==> config.mk <==
export PLATFORM = sky130hd
export DESIGN_NAME = jpeg_fb_writer_flat
export DESIGN_NICKNAME = d
export VERILOG_FILES = /design/src/rtl/jpeg_fb_writer_if.sv /design/src/rtl/jpeg_fb_writer.sv /design/src/flat_wrapper.sv
export SDC_FILE = /design/constraint.sdc
export NUM_CORES = 2
export LEC_CHECK = 0
export ABC_AREA = 1
export CAP_MARGIN = 25
export CORE_UTILIZATION = 60
export DETAILED_ROUTE_END_ITERATION = 7
export PLACE_DENSITY = 0.81
export SYNTH_ARGS = -nofsm -noshare
export SYNTH_HDL_FRONTEND = slang
export SYNTH_SLANG_ARGS = --single-unit
==> constraint.sdc <==
create_clock -name clk -period 16.75 [get_ports clk]
set_input_delay 1.675 -clock clk [delete_from_list [all_inputs] [get_ports clk]]
set_output_delay 1.675 -clock clk [all_outputs]
set_load 0.02 [all_outputs]
==> src/rtl/jpeg_fb_writer_if.sv <==
// rtl/jpeg_fb_writer_if.sv - pixel-in / framebuffer-write bundle for jpeg_fb_writer
interface jpeg_fb_writer_if #(
  parameter int unsigned ADDR_W = 32
) ();
  logic              in_valid_i;
  logic [15:0]       in_width_i;
  logic [15:0]       in_height_i;
  logic [15:0]       in_x_i;
  logic [15:0]       in_y_i;
  logic [7:0]        in_r_i;
  logic [7:0]        in_g_i;
  logic [7:0]        in_b_i;
  logic              in_accept_o;
  logic              wr_valid_o;
  logic [ADDR_W-1:0] wr_addr_o;
  logic [31:0]       wr_data_o;
  logic [3:0]        wr_strb_o;
  logic              wr_ready_i;

  modport slave (
    input  in_valid_i, in_width_i, in_height_i, in_x_i, in_y_i,
    input  in_r_i, in_g_i, in_b_i, wr_ready_i,
    output in_accept_o, wr_valid_o, wr_addr_o, wr_data_o, wr_strb_o
  );

  modport master (
    output in_valid_i, in_width_i, in_height_i, in_x_i, in_y_i,
    output in_r_i, in_g_i, in_b_i, wr_ready_i,
    input  in_accept_o, wr_valid_o, wr_addr_o, wr_data_o, wr_strb_o
  );
endinterface

==> src/rtl/jpeg_fb_writer.sv <==
// rtl/jpeg_fb_writer.sv - decoded pixel stream to framebuffer write converter
// Two-stage pipe (S1: row multiply and crop, OUT: address and format) plus frame-completion FSM.
module jpeg_fb_writer #(
  parameter int unsigned       ADDR_W    = 32,
  parameter logic [ADDR_W-1:0] BASE_ADDR = '0,
  parameter int unsigned       PIX_FMT   = 0
) (
  input  logic            clk,
  input  logic            reset,
  jpeg_fb_writer_if.slave px,
  output logic            frame_done_o,
  output logic            busy_o,
  output logic [15:0]     crop_count_o,
  output logic            geom_err_o
);
  typedef enum logic [1:0] {ST_IDLE, ST_ACTIVE, ST_DONE} state_t;

  state_t            state_q, state_d;
  logic              s1_valid_q, s1_valid_d;
  logic [15:0]       s1_x_q, s1_x_d;
  logic [7:0]        s1_r_q, s1_r_d, s1_g_q, s1_g_d, s1_b_q, s1_b_d;
  logic [31:0]       s1_prod_q, s1_prod_d;
  logic              s1_crop_q, s1_crop_d;
  logic              wr_valid_q, wr_valid_d;
  logic [ADDR_W-1:0] wr_addr_q, wr_addr_d;
  logic [31:0]       wr_data_q, wr_data_d;
  logic [3:0]        wr_strb_q, wr_strb_d;
  logic [15:0]       w_q, w_d, h_q, h_d;
  logic [31:0]       target_q, target_d, wcnt_q, wcnt_d;
  logic [15:0]       crop_cnt_q, crop_cnt_d;
  logic              start_pend_q, start_pend_d;
  logic              frame_done_q, frame_done_d;
  logic              busy_q, busy_d;
  logic              geom_err_q, geom_err_d;

  logic              en, accept, hs, use_latched, in_bounds, start_ok;
  logic [15:0]       w_used, h_used;
  logic [ADDR_W-1:0] lin_idx, out_addr;
  logic [31:0]       out_data;
  logic [3:0]        out_strb;
  logic [15:0]       pix565;

  assign en     = !wr_valid_q | px.wr_ready_i;
  assign accept = en & px.in_valid_i;
  assign hs     = wr_valid_q & px.wr_ready_i;

  // Latched geometry applies once a frame is running or armed by a pixel taken in DONE.
  assign use_latched = (state_q == ST_ACTIVE) | start_pend_q;
  assign w_used      = use_latched ? w_q : px.in_width_i;
  assign h_used      = use_latched ? h_q : px.in_height_i;
  assign in_bounds   = (px.in_x_i < w_used) & (px.in_y_i < h_used);
  // Zero width/height makes in_bounds false, so such pixels are cropped and never start a frame.
  assign start_ok    = accept & in_bounds & !use_latched;

  always_comb begin
    lin_idx = ADDR_W'(s1_prod_q) + ADDR_W'(s1_x_q);
    pix565  = {s1_r_q[7:3], s1_g_q[7:2], s1_b_q[7:3]};
    if (PIX_FMT == 1) begin
      out_addr = BASE_ADDR + (lin_idx << 1);
      out_strb = out_addr[1] ? 4'b1100 : 4'b0011;
      out_data = out_addr[1] ? {pix565, 16'h0000} : {16'h0000, pix565};
    end else begin
      out_addr = BASE_ADDR + (lin_idx << 2);
      out_strb = 4'hF;
      out_data = {8'h00, s1_r_q, s1_g_q, s1_b_q};
    end
  end

  always_comb begin
    state_d      = state_q;
    s1_valid_d   = s1_valid_q;
    s1_x_d       = s1_x_q;
    s1_r_d       = s1_r_q;
    s1_g_d       = s1_g_q;
    s1_b_d       = s1_b_q;
    s1_prod_d    = s1_prod_q;
    s1_crop_d    = s1_crop_q;
    wr_valid_d   = wr_valid_q;
    wr_addr_d    = wr_addr_q;
    wr_data_d    = wr_data_q;
    wr_strb_d    = wr_strb_q;
    w_d          = w_q;
    h_d          = h_q;
    target_d     = target_q;
    wcnt_d       = wcnt_q;
    crop_cnt_d   = crop_cnt_q;
    start_pend_d = start_pend_q;
    frame_done_d = 1'b0;
    geom_err_d   = geom_err_q;

    if (en) begin
      s1_valid_d = px.in_valid_i;
      if (px.in_valid_i) begin
        s1_x_d    = px.in_x_i;
        s1_r_d    = px.in_r_i;
        s1_g_d    = px.in_g_i;
        s1_b_d    = px.in_b_i;
        s1_prod_d = 32'(px.in_y_i) * 32'(w_used);
        s1_crop_d = !in_bounds;
      end
      wr_valid_d = s1_valid_q & !s1_crop_q;
      if (s1_valid_q & !s1_crop_q) begin
        wr_addr_d = out_addr;
        wr_data_d = out_data;
        wr_strb_d = out_strb;
      end
      if (s1_valid_q & s1_crop_q & (crop_cnt_q != 16'hFFFF)) begin
        crop_cnt_d = crop_cnt_q + 16'd1;
      end
    end

    // Frame start overrides any crop increment from a pixel belonging to the previous frame.
    case (state_q)
      ST_IDLE: begin
        if (start_pend_q) begin
          state_d      = ST_ACTIVE;
          start_pend_d = 1'b0;
        end else if (start_ok) begin
          state_d    = ST_ACTIVE;
          w_d        = px.in_width_i;
          h_d        = px.in_height_i;
          target_d   = 32'(px.in_width_i) * 32'(px.in_height_i);
          wcnt_d     = 32'd0;
          crop_cnt_d = 16'd0;
        end
      end
      ST_ACTIVE: begin
        if (accept & ((px.in_width_i != w_q) | (px.in_height_i != h_q))) begin
          geom_err_d = 1'b1;
        end
        if (hs) begin
          wcnt_d = wcnt_q + 32'd1;
        end
        if (wcnt_d == target_q) begin
          state_d      = ST_DONE;
          frame_done_d = 1'b1;
        end
      end
      ST_DONE: begin
        state_d = ST_IDLE;
        if (start_ok) begin
          start_pend_d = 1'b1;
          w_d          = px.in_width_i;
          h_d          = px.in_height_i;
          target_d     = 32'(px.in_width_i) * 32'(px.in_height_i);
          wcnt_d       = 32'd0;
          crop_cnt_d   = 16'd0;
        end
      end
      default: state_d = ST_IDLE;
    endcase

    busy_d = (state_d != ST_IDLE) | s1_valid_d | wr_valid_d | start_pend_d;
  end

  always_ff @(posedge clk) begin
    if (!reset) begin
      state_q      <= ST_IDLE;
      s1_valid_q   <= 1'b0;
      s1_x_q       <= '0;
      s1_r_q       <= '0;
      s1_g_q       <= '0;
      s1_b_q       <= '0;
      s1_prod_q    <= '0;
      s1_crop_q    <= 1'b0;
      wr_valid_q   <= 1'b0;
      wr_addr_q    <= '0;
      wr_data_q    <= '0;
      wr_strb_q    <= '0;
      w_q          <= '0;
      h_q          <= '0;
      target_q     <= '0;
      wcnt_q       <= '0;
      crop_cnt_q   <= '0;
      start_pend_q <= 1'b0;
      frame_done_q <= 1'b0;
      busy_q       <= 1'b0;
      geom_err_q   <= 1'b0;
    end else begin
      state_q      <= state_d;
      s1_valid_q   <= s1_valid_d;
      s1_x_q       <= s1_x_d;
      s1_r_q       <= s1_r_d;
      s1_g_q       <= s1_g_d;
      s1_b_q       <= s1_b_d;
      s1_prod_q    <= s1_prod_d;
      s1_crop_q    <= s1_crop_d;
      wr_valid_q   <= wr_valid_d;
      wr_addr_q    <= wr_addr_d;
      wr_data_q    <= wr_data_d;
      wr_strb_q    <= wr_strb_d;
      w_q          <= w_d;
      h_q          <= h_d;
      target_q     <= target_d;
      wcnt_q       <= wcnt_d;
      crop_cnt_q   <= crop_cnt_d;
      start_pend_q <= start_pend_d;
      frame_done_q <= frame_done_d;
      busy_q       <= busy_d;
      geom_err_q   <= geom_err_d;
    end
  end

  assign px.in_accept_o = en;
  assign px.wr_valid_o  = wr_valid_q;
  assign px.wr_addr_o   = wr_addr_q;
  assign px.wr_data_o   = wr_data_q;
  assign px.wr_strb_o   = wr_strb_q;
  assign frame_done_o   = frame_done_q;
  assign busy_o         = busy_q;
  assign crop_count_o   = crop_cnt_q;
  assign geom_err_o     = geom_err_q;
endmodule

==> src/flat_wrapper.sv <==
// flat-port wrapper written by rule: the top's interface ports become plain ports
module jpeg_fb_writer_flat 
#(
  parameter int unsigned       ADDR_W    = 32,
  parameter logic [ADDR_W-1:0] BASE_ADDR = '0,
  parameter int unsigned       PIX_FMT   = 0
)
  (clk, reset, frame_done_o, busy_o, crop_count_o, geom_err_o, px_in_valid_i, px_in_width_i, px_in_height_i, px_in_x_i, px_in_y_i, px_in_r_i, px_in_g_i, px_in_b_i, px_wr_ready_i, px_in_accept_o, px_wr_valid_o, px_wr_addr_o, px_wr_data_o, px_wr_strb_o);
  jpeg_fb_writer_if #(.ADDR_W(ADDR_W)) px_i ();
  input  logic clk;
  input  logic reset;
  output logic frame_done_o;
  output logic busy_o;
  output logic [15:0] crop_count_o;
  output logic geom_err_o;
  input wire logic [$bits(px_i.in_valid_i)-1:0] px_in_valid_i;
  input wire logic [$bits(px_i.in_width_i)-1:0] px_in_width_i;
  input wire logic [$bits(px_i.in_height_i)-1:0] px_in_height_i;
  input wire logic [$bits(px_i.in_x_i)-1:0] px_in_x_i;
  input wire logic [$bits(px_i.in_y_i)-1:0] px_in_y_i;
  input wire logic [$bits(px_i.in_r_i)-1:0] px_in_r_i;
  input wire logic [$bits(px_i.in_g_i)-1:0] px_in_g_i;
  input wire logic [$bits(px_i.in_b_i)-1:0] px_in_b_i;
  input wire logic [$bits(px_i.wr_ready_i)-1:0] px_wr_ready_i;
  output wire logic [$bits(px_i.in_accept_o)-1:0] px_in_accept_o;
  output wire logic [$bits(px_i.wr_valid_o)-1:0] px_wr_valid_o;
  output wire logic [$bits(px_i.wr_addr_o)-1:0] px_wr_addr_o;
  output wire logic [$bits(px_i.wr_data_o)-1:0] px_wr_data_o;
  output wire logic [$bits(px_i.wr_strb_o)-1:0] px_wr_strb_o;
  assign px_i.in_valid_i = px_in_valid_i;
  assign px_i.in_width_i = px_in_width_i;
  assign px_i.in_height_i = px_in_height_i;
  assign px_i.in_x_i = px_in_x_i;
  assign px_i.in_y_i = px_in_y_i;
  assign px_i.in_r_i = px_in_r_i;
  assign px_i.in_g_i = px_in_g_i;
  assign px_i.in_b_i = px_in_b_i;
  assign px_i.wr_ready_i = px_wr_ready_i;
  assign px_in_accept_o = px_i.in_accept_o;
  assign px_wr_valid_o = px_i.wr_valid_o;
  assign px_wr_addr_o = px_i.wr_addr_o;
  assign px_wr_data_o = px_i.wr_data_o;
  assign px_wr_strb_o = px_i.wr_strb_o;
  jpeg_fb_writer #(.ADDR_W(ADDR_W), .BASE_ADDR(BASE_ADDR), .PIX_FMT(PIX_FMT)) u_core (.clk(clk), .reset(reset), .px(px_i), .frame_done_o(frame_done_o), .busy_o(busy_o), .crop_count_o(crop_count_o), .geom_err_o(geom_err_o));
endmodule
; ---- Yosys cells after proc, flatten, opt, wreduce, memory -nomap -nowiden
; Index checks and enable logic that the tools add are counted.
[op_classes]
n_addsub = 3
multipliers = 2
div_mod_pow = 0
order_cmp = 2
n_eq_ne = 7
shifts = 0
n_mux = 30
bitwise_logic = 15
n_reduce_logical = 14
[op_table]
columns = op, count
row1 = two-way mux 32 bit, 6
row2 = two-way mux 16 bit, 10
row3 = case mux 16 bit (2 select lines), 3
row4 = case mux 32 bit (3 select lines), 1
row5 = case mux 32 bit (2 select lines), 1
row6 = "adder 32 x 1 -> 32 bit, second input constant", 1
row7 = == test 32 bit, 1
row8 = < comparator 16 bit, 2
row9 = multiplier 16 x 16 -> 32 bit, 1
row10 = != test 16 bit, 2
row11 = adder 30 x 16 -> 30 bit, 1
row12 = multiplier 16 x 16 -> 30 bit, 1
row13 = "adder 16 x 1 -> 16 bit, second input constant", 1
row14 = "!= test 16 bit, second input constant", 1
row15 = AND reduction 2 bit, 6
row16 = bitwise AND 1 bit, 9
row17 = two-way mux 2 bit, 3
row18 = bitwise OR 1 bit, 6
row19 = logical NOT 1 bit, 4
row20 = two-way mux 1 bit, 4
row21 = case mux 2 bit (2 select lines), 1
row22 = nonzero test 2 bit, 2
row23 = nonzero test 3 bit, 1
row24 = "== test 2 x 1 -> 1 bit, second input constant", 1
row25 = other kinds (4), 4
[word_totals]
register_bits = 246
latch_bits = 0
ramBits = 0
mem_bits_ro = 0
in_bits = 92
output_inout_bits = 89
elab_cells = 94
memories = 0

; ---- Logic depth before layout (Yosys ltp)
[logic_depth]
depth_word = 14
ltp_mapped = 35
mapped_depth_nobuf = 34

; ---- Worst setup path after synthesis
; No wires, ideal clock.
[synth_path]
path_type = input port to flip-flop
startpoint = input port px_in_width_i[9]
endpoint = register u_core.s1_prod_q[21]
setup_ps = 115
t_arrival_ps = 7129
required_time_ps = 16635
path_slack_ps = 9505
stages = 26
path_buffers = 2
cell_sequence = clkbuf_1 o21ai_0 inv_1 clkbuf_1 nand2_1 fa_1 inv_1 fa_1 inv_1 fa_1 inv_1 fa_1 fa_1 inv_1 fa_1 inv_1 ha_1 a21oi_1 inv_1 a21oi_1 o21ai_0 a21oi_1 o21ai_0 xor2_1 o21ai_0 inv_1
[synth_between]
elab_chain_len = 2
[synth_rtl]
columns = item, line_no
row1 = from (decl), flat_wrapper.sv:17  ; input wire logic [$bits(px_i.in_width_i)-1:0] px_in_width_i;
row2 = two-way mux 16 bit, jpeg_fb_writer.sv:49  ; assign w_used = use_latched ? w_q : px.in_width_i;
row3 = multiplier 16 x 16 -> 30 bit, jpeg_fb_writer.sv:98  ; s1_prod_d = 32'(px.in_y_i) * 32'(w_used);
row4 = to (signal assigned), jpeg_fb_writer.sv:186  ; s1_prod_q <= s1_prod_d;
row5 = to (decl), jpeg_fb_writer.sv:22  ; logic [31:0] s1_prod_q, s1_prod_d;
; No other way between the ends.
; A chain may end at the register's enable or synchronous reset.

; ---- Worst setup path after layout
[layout_path]
startpoint = input port px_in_width_i[11]
endpoint = register u_core.s1_prod_q[26]
; The elaborated chain is that of the path after synthesis.

==> flow_metrics.py <==
metrics = {
    "status": {
        "status": "completed",
    },
    "synth": {
        "post-synth-top-count-cell": "nand2_1",
        "netlist_top_cells_area": "fa_1 (26%), dfxtp_1 (16%), ha_1 (10%), nand2_1 (10%), inv_1 (10%)",
        "synth_edf_count": 0,
        "synth_cells": 4128,
        "async_flop_share": 0,
        "yosysTopAreaCell": "fa_1",
        "yosys-top-cells-count": "nand2_1 (816), inv_1 (804), nor2_1 (565)",
        "synth-main-ff-cell": "dfxtp_1",
        "ys_types": 53,
        "yosysSeqAreaShare": 0.164,
        "syn_avg_cell_area_um2": 7.29,
        "yosysWarnings": 0,
        "synth.top_cell.area_share": 0.258,
        "netlist_area_um2": 30100,
        "synth-seq-cells": 246,
    },
    "timing": {
        "tightest_slew_ns": 1.05,
        "hold_violations": 0,
        "slew_viol_final": 0,
        "setup_violations": 0,
        "tns_ns": 0,
        "relSlewSlack": 0.296,
        "fmax_mhz": 120,
        "finalCritPeriodShare": 0.496,
        "min_period_ns": 8.31,
        "rsz0062_at_grt": "false",
        "skew_ns": 0.0125,
    },
    "final_layout": {
        "multi_input_area_um2": 21400,
        "fill_cells": 4153,
        "areaGrowthSynthToFinish_pct": 9.83,
        "drive_gt1_frac": 0.0340,
        "final_nets": 4907,
        "regArea_um2": 4920,
    },
    "placement": {
        "gp_congestion": 0.945,
        "port_buffers": 170,
        "hpwlAfterDp_um": 63500,
    },
    "worst_setup_path": {
        "crit_start": "px_in_width_i[11]",
        "cp_max_fo": 19,
        "cp.required_ns": 17.20,
        "crit_top_cell": "fa_1",
        "cp.arrival_ns": 8.76,
        "critPathMaxStageDelay_ns": 0.93,
        "critPathCaptureType": "flop",
        "r2r_start": "u_core.state_q[0]",
        "path_class": "in -> reg",
        "startpoint_type": "input pin",
        "cp_slowest_cell": "clkdlybuf4s50_1",
    },
    "clocking": {
        "clk_path_buf_depth": 3,
        "cts_root_buf": "clkbuf_16",
        "cts_resized": 0,
        "cts_hold_buf": 0,
        "cts_tree": "built",
        "cts_setup_buffers": 0,
        "clk_latency_ns": 0.56,
        "clock_sinks": 246,
        "cts_buffers": 28,
        "cts_htree_levels": 1,
        "clk_pin_slew_ns": 0.06,
    },
    "drt": {
        "drc": 0,
        "via_count": 26800,
        "antenna_left": 0,
        "drt-pass1-iter-count": 6,
        "wire_per_inst_um": 17.0,
        "drtIter0Drc": 2295,
        "viasPerCell": 5.51,
        "wl_um": 82600,
    },
    "min_path": {
        "hold_start": "u_core.s1_valid_q",
        "hold_path_class": "reg -> reg",
    },
    "floorplanning": {
        "die_x_um": 226,
        "core_um2": 49200,
        "pin_count": 181,
        "start_util": 0.612,
        "fp.dieH_um": 226,
        "rows": 81,
        "die_area_um2": 51000,
    },
    "grt": {
        "antenna_found_initial": 5,
        "gr-total-overflow": 0,
        "grt_pass1_vias": 26400,
        "grt_max_degree": 98,
        "grt.total_usage": 0.329,
        "grt_pass1_wl_um": 134000,
    },
    "run": {
        "drv_cap": 0,
    },
}
worst max-delay path, delay by kind of cell:
kind,cells,cell delay (ns)
fa+ha+maj,7,3.13
buf+inv,7,1.75
simple gates,9,1.27
compound gates,2,0.91
cell type report:
cell class | instances | share of cell area
Timing Repair Buffer | 197 | 0.0582
Tap cell | 664 | 0.0251
Clock buffer | 40 | 0.0247
Antenna cell | 3 | 0.000227
Multi-Input combinational cell | 2893 | 0.646
Sequential cell | 246 | 0.149
Inverter | 816 | 0.0927
Clock inverter | 9 | 0.00394
layout by cell type (no fill, tap or decap), types with 5 or more instances in the layout:
cell type,n
a21o_1,6
a21oi_1,151
a31oi_1,7
buf_4,27
clkbuf_1,6
clkbuf_16,29
clkbuf_8,5
clkdlybuf4s50_1,169
clkinv_1,6
conb_1,10
dfxtp_1,246
fa_1,388
ha_1,245
inv_1,803
inv_2,7
mux2i_1,12
nand2_1,816
nand2_2,6
nand3_1,144
nand3b_1,9
nand4_1,37
nor2_1,565
nor2_2,7
nor2_4,6
nor3_1,23
nor4_1,8
o211ai_1,16
o21a_1,9
o21ai_0,219
o21ai_1,14
o21ai_2,9
o21bai_1,9
or2_2,25
xnor2_1,53
xor2_1,64
final timing paths:
check	to	slack [ns]	cells past startpoint
min reg2reg	u_core.s1_valid_q	0.48	2
min	u_core.s1_valid_q	0.48	2
max reg2reg	u_core.s1_prod_q[29]	8.49	27
max	u_core.s1_prod_q[26]	8.44	25
per-layer routing:
metal,up-vias,global-route usage,part of all wire
met1,12600,0.450,0.42
met2,1344,0.519,0.44
met4,2,0.104,0.031
met5,-,0,0.00016
met3,193,0.0710,0.11
li1,12600,-,-
registers in the layout, summed over array words and instances, names as in the netlist, 8 cells and up:
signal	cells
u_core.target_q	32
u_core.wcnt_q	32
u_core.px.wr_addr_o	30
u_core.s1_prod_q	30
u_core.px.wr_data_o	24
u_core.crop_count_o	16
u_core.h_q	16
u_core.s1_x_q	16
u_core.w_q	16
u_core.s1_b_q	8
u_core.s1_g_q	8
u_core.s1_r_q	8
kinds of logic after synthesis:
kind of cell	share of synthesized area
and+or+nand+nor	0.225
other	0.000125
adders and majority gates	0.360
buffers and inverters	0.128
AOI/OAI and AO/OA	0.0842
muxes	0.00399
DFF	0.164
xor gates and xnor gates	0.0348
stage by stage:
step	worst slack (ns)	instance area [um^2]	cells	hold WS, ns	utilization
floorplan	9.51	30100	4137	0.451	-
CTS	8.56	33000	4864	0.483	0.672
global route	8.04	33000	4865	0.506	0.672
finish	8.44	33000	4868	0.484	0.672
global placement	8.11	32100	4815	0.462	0.652
detailed placement	8.00	32100	4815	0.468	0.652
Power is left out: the tool's default activity adds up to more than one toggle a clock period on the data nets, which glitch-free logic cannot reach.
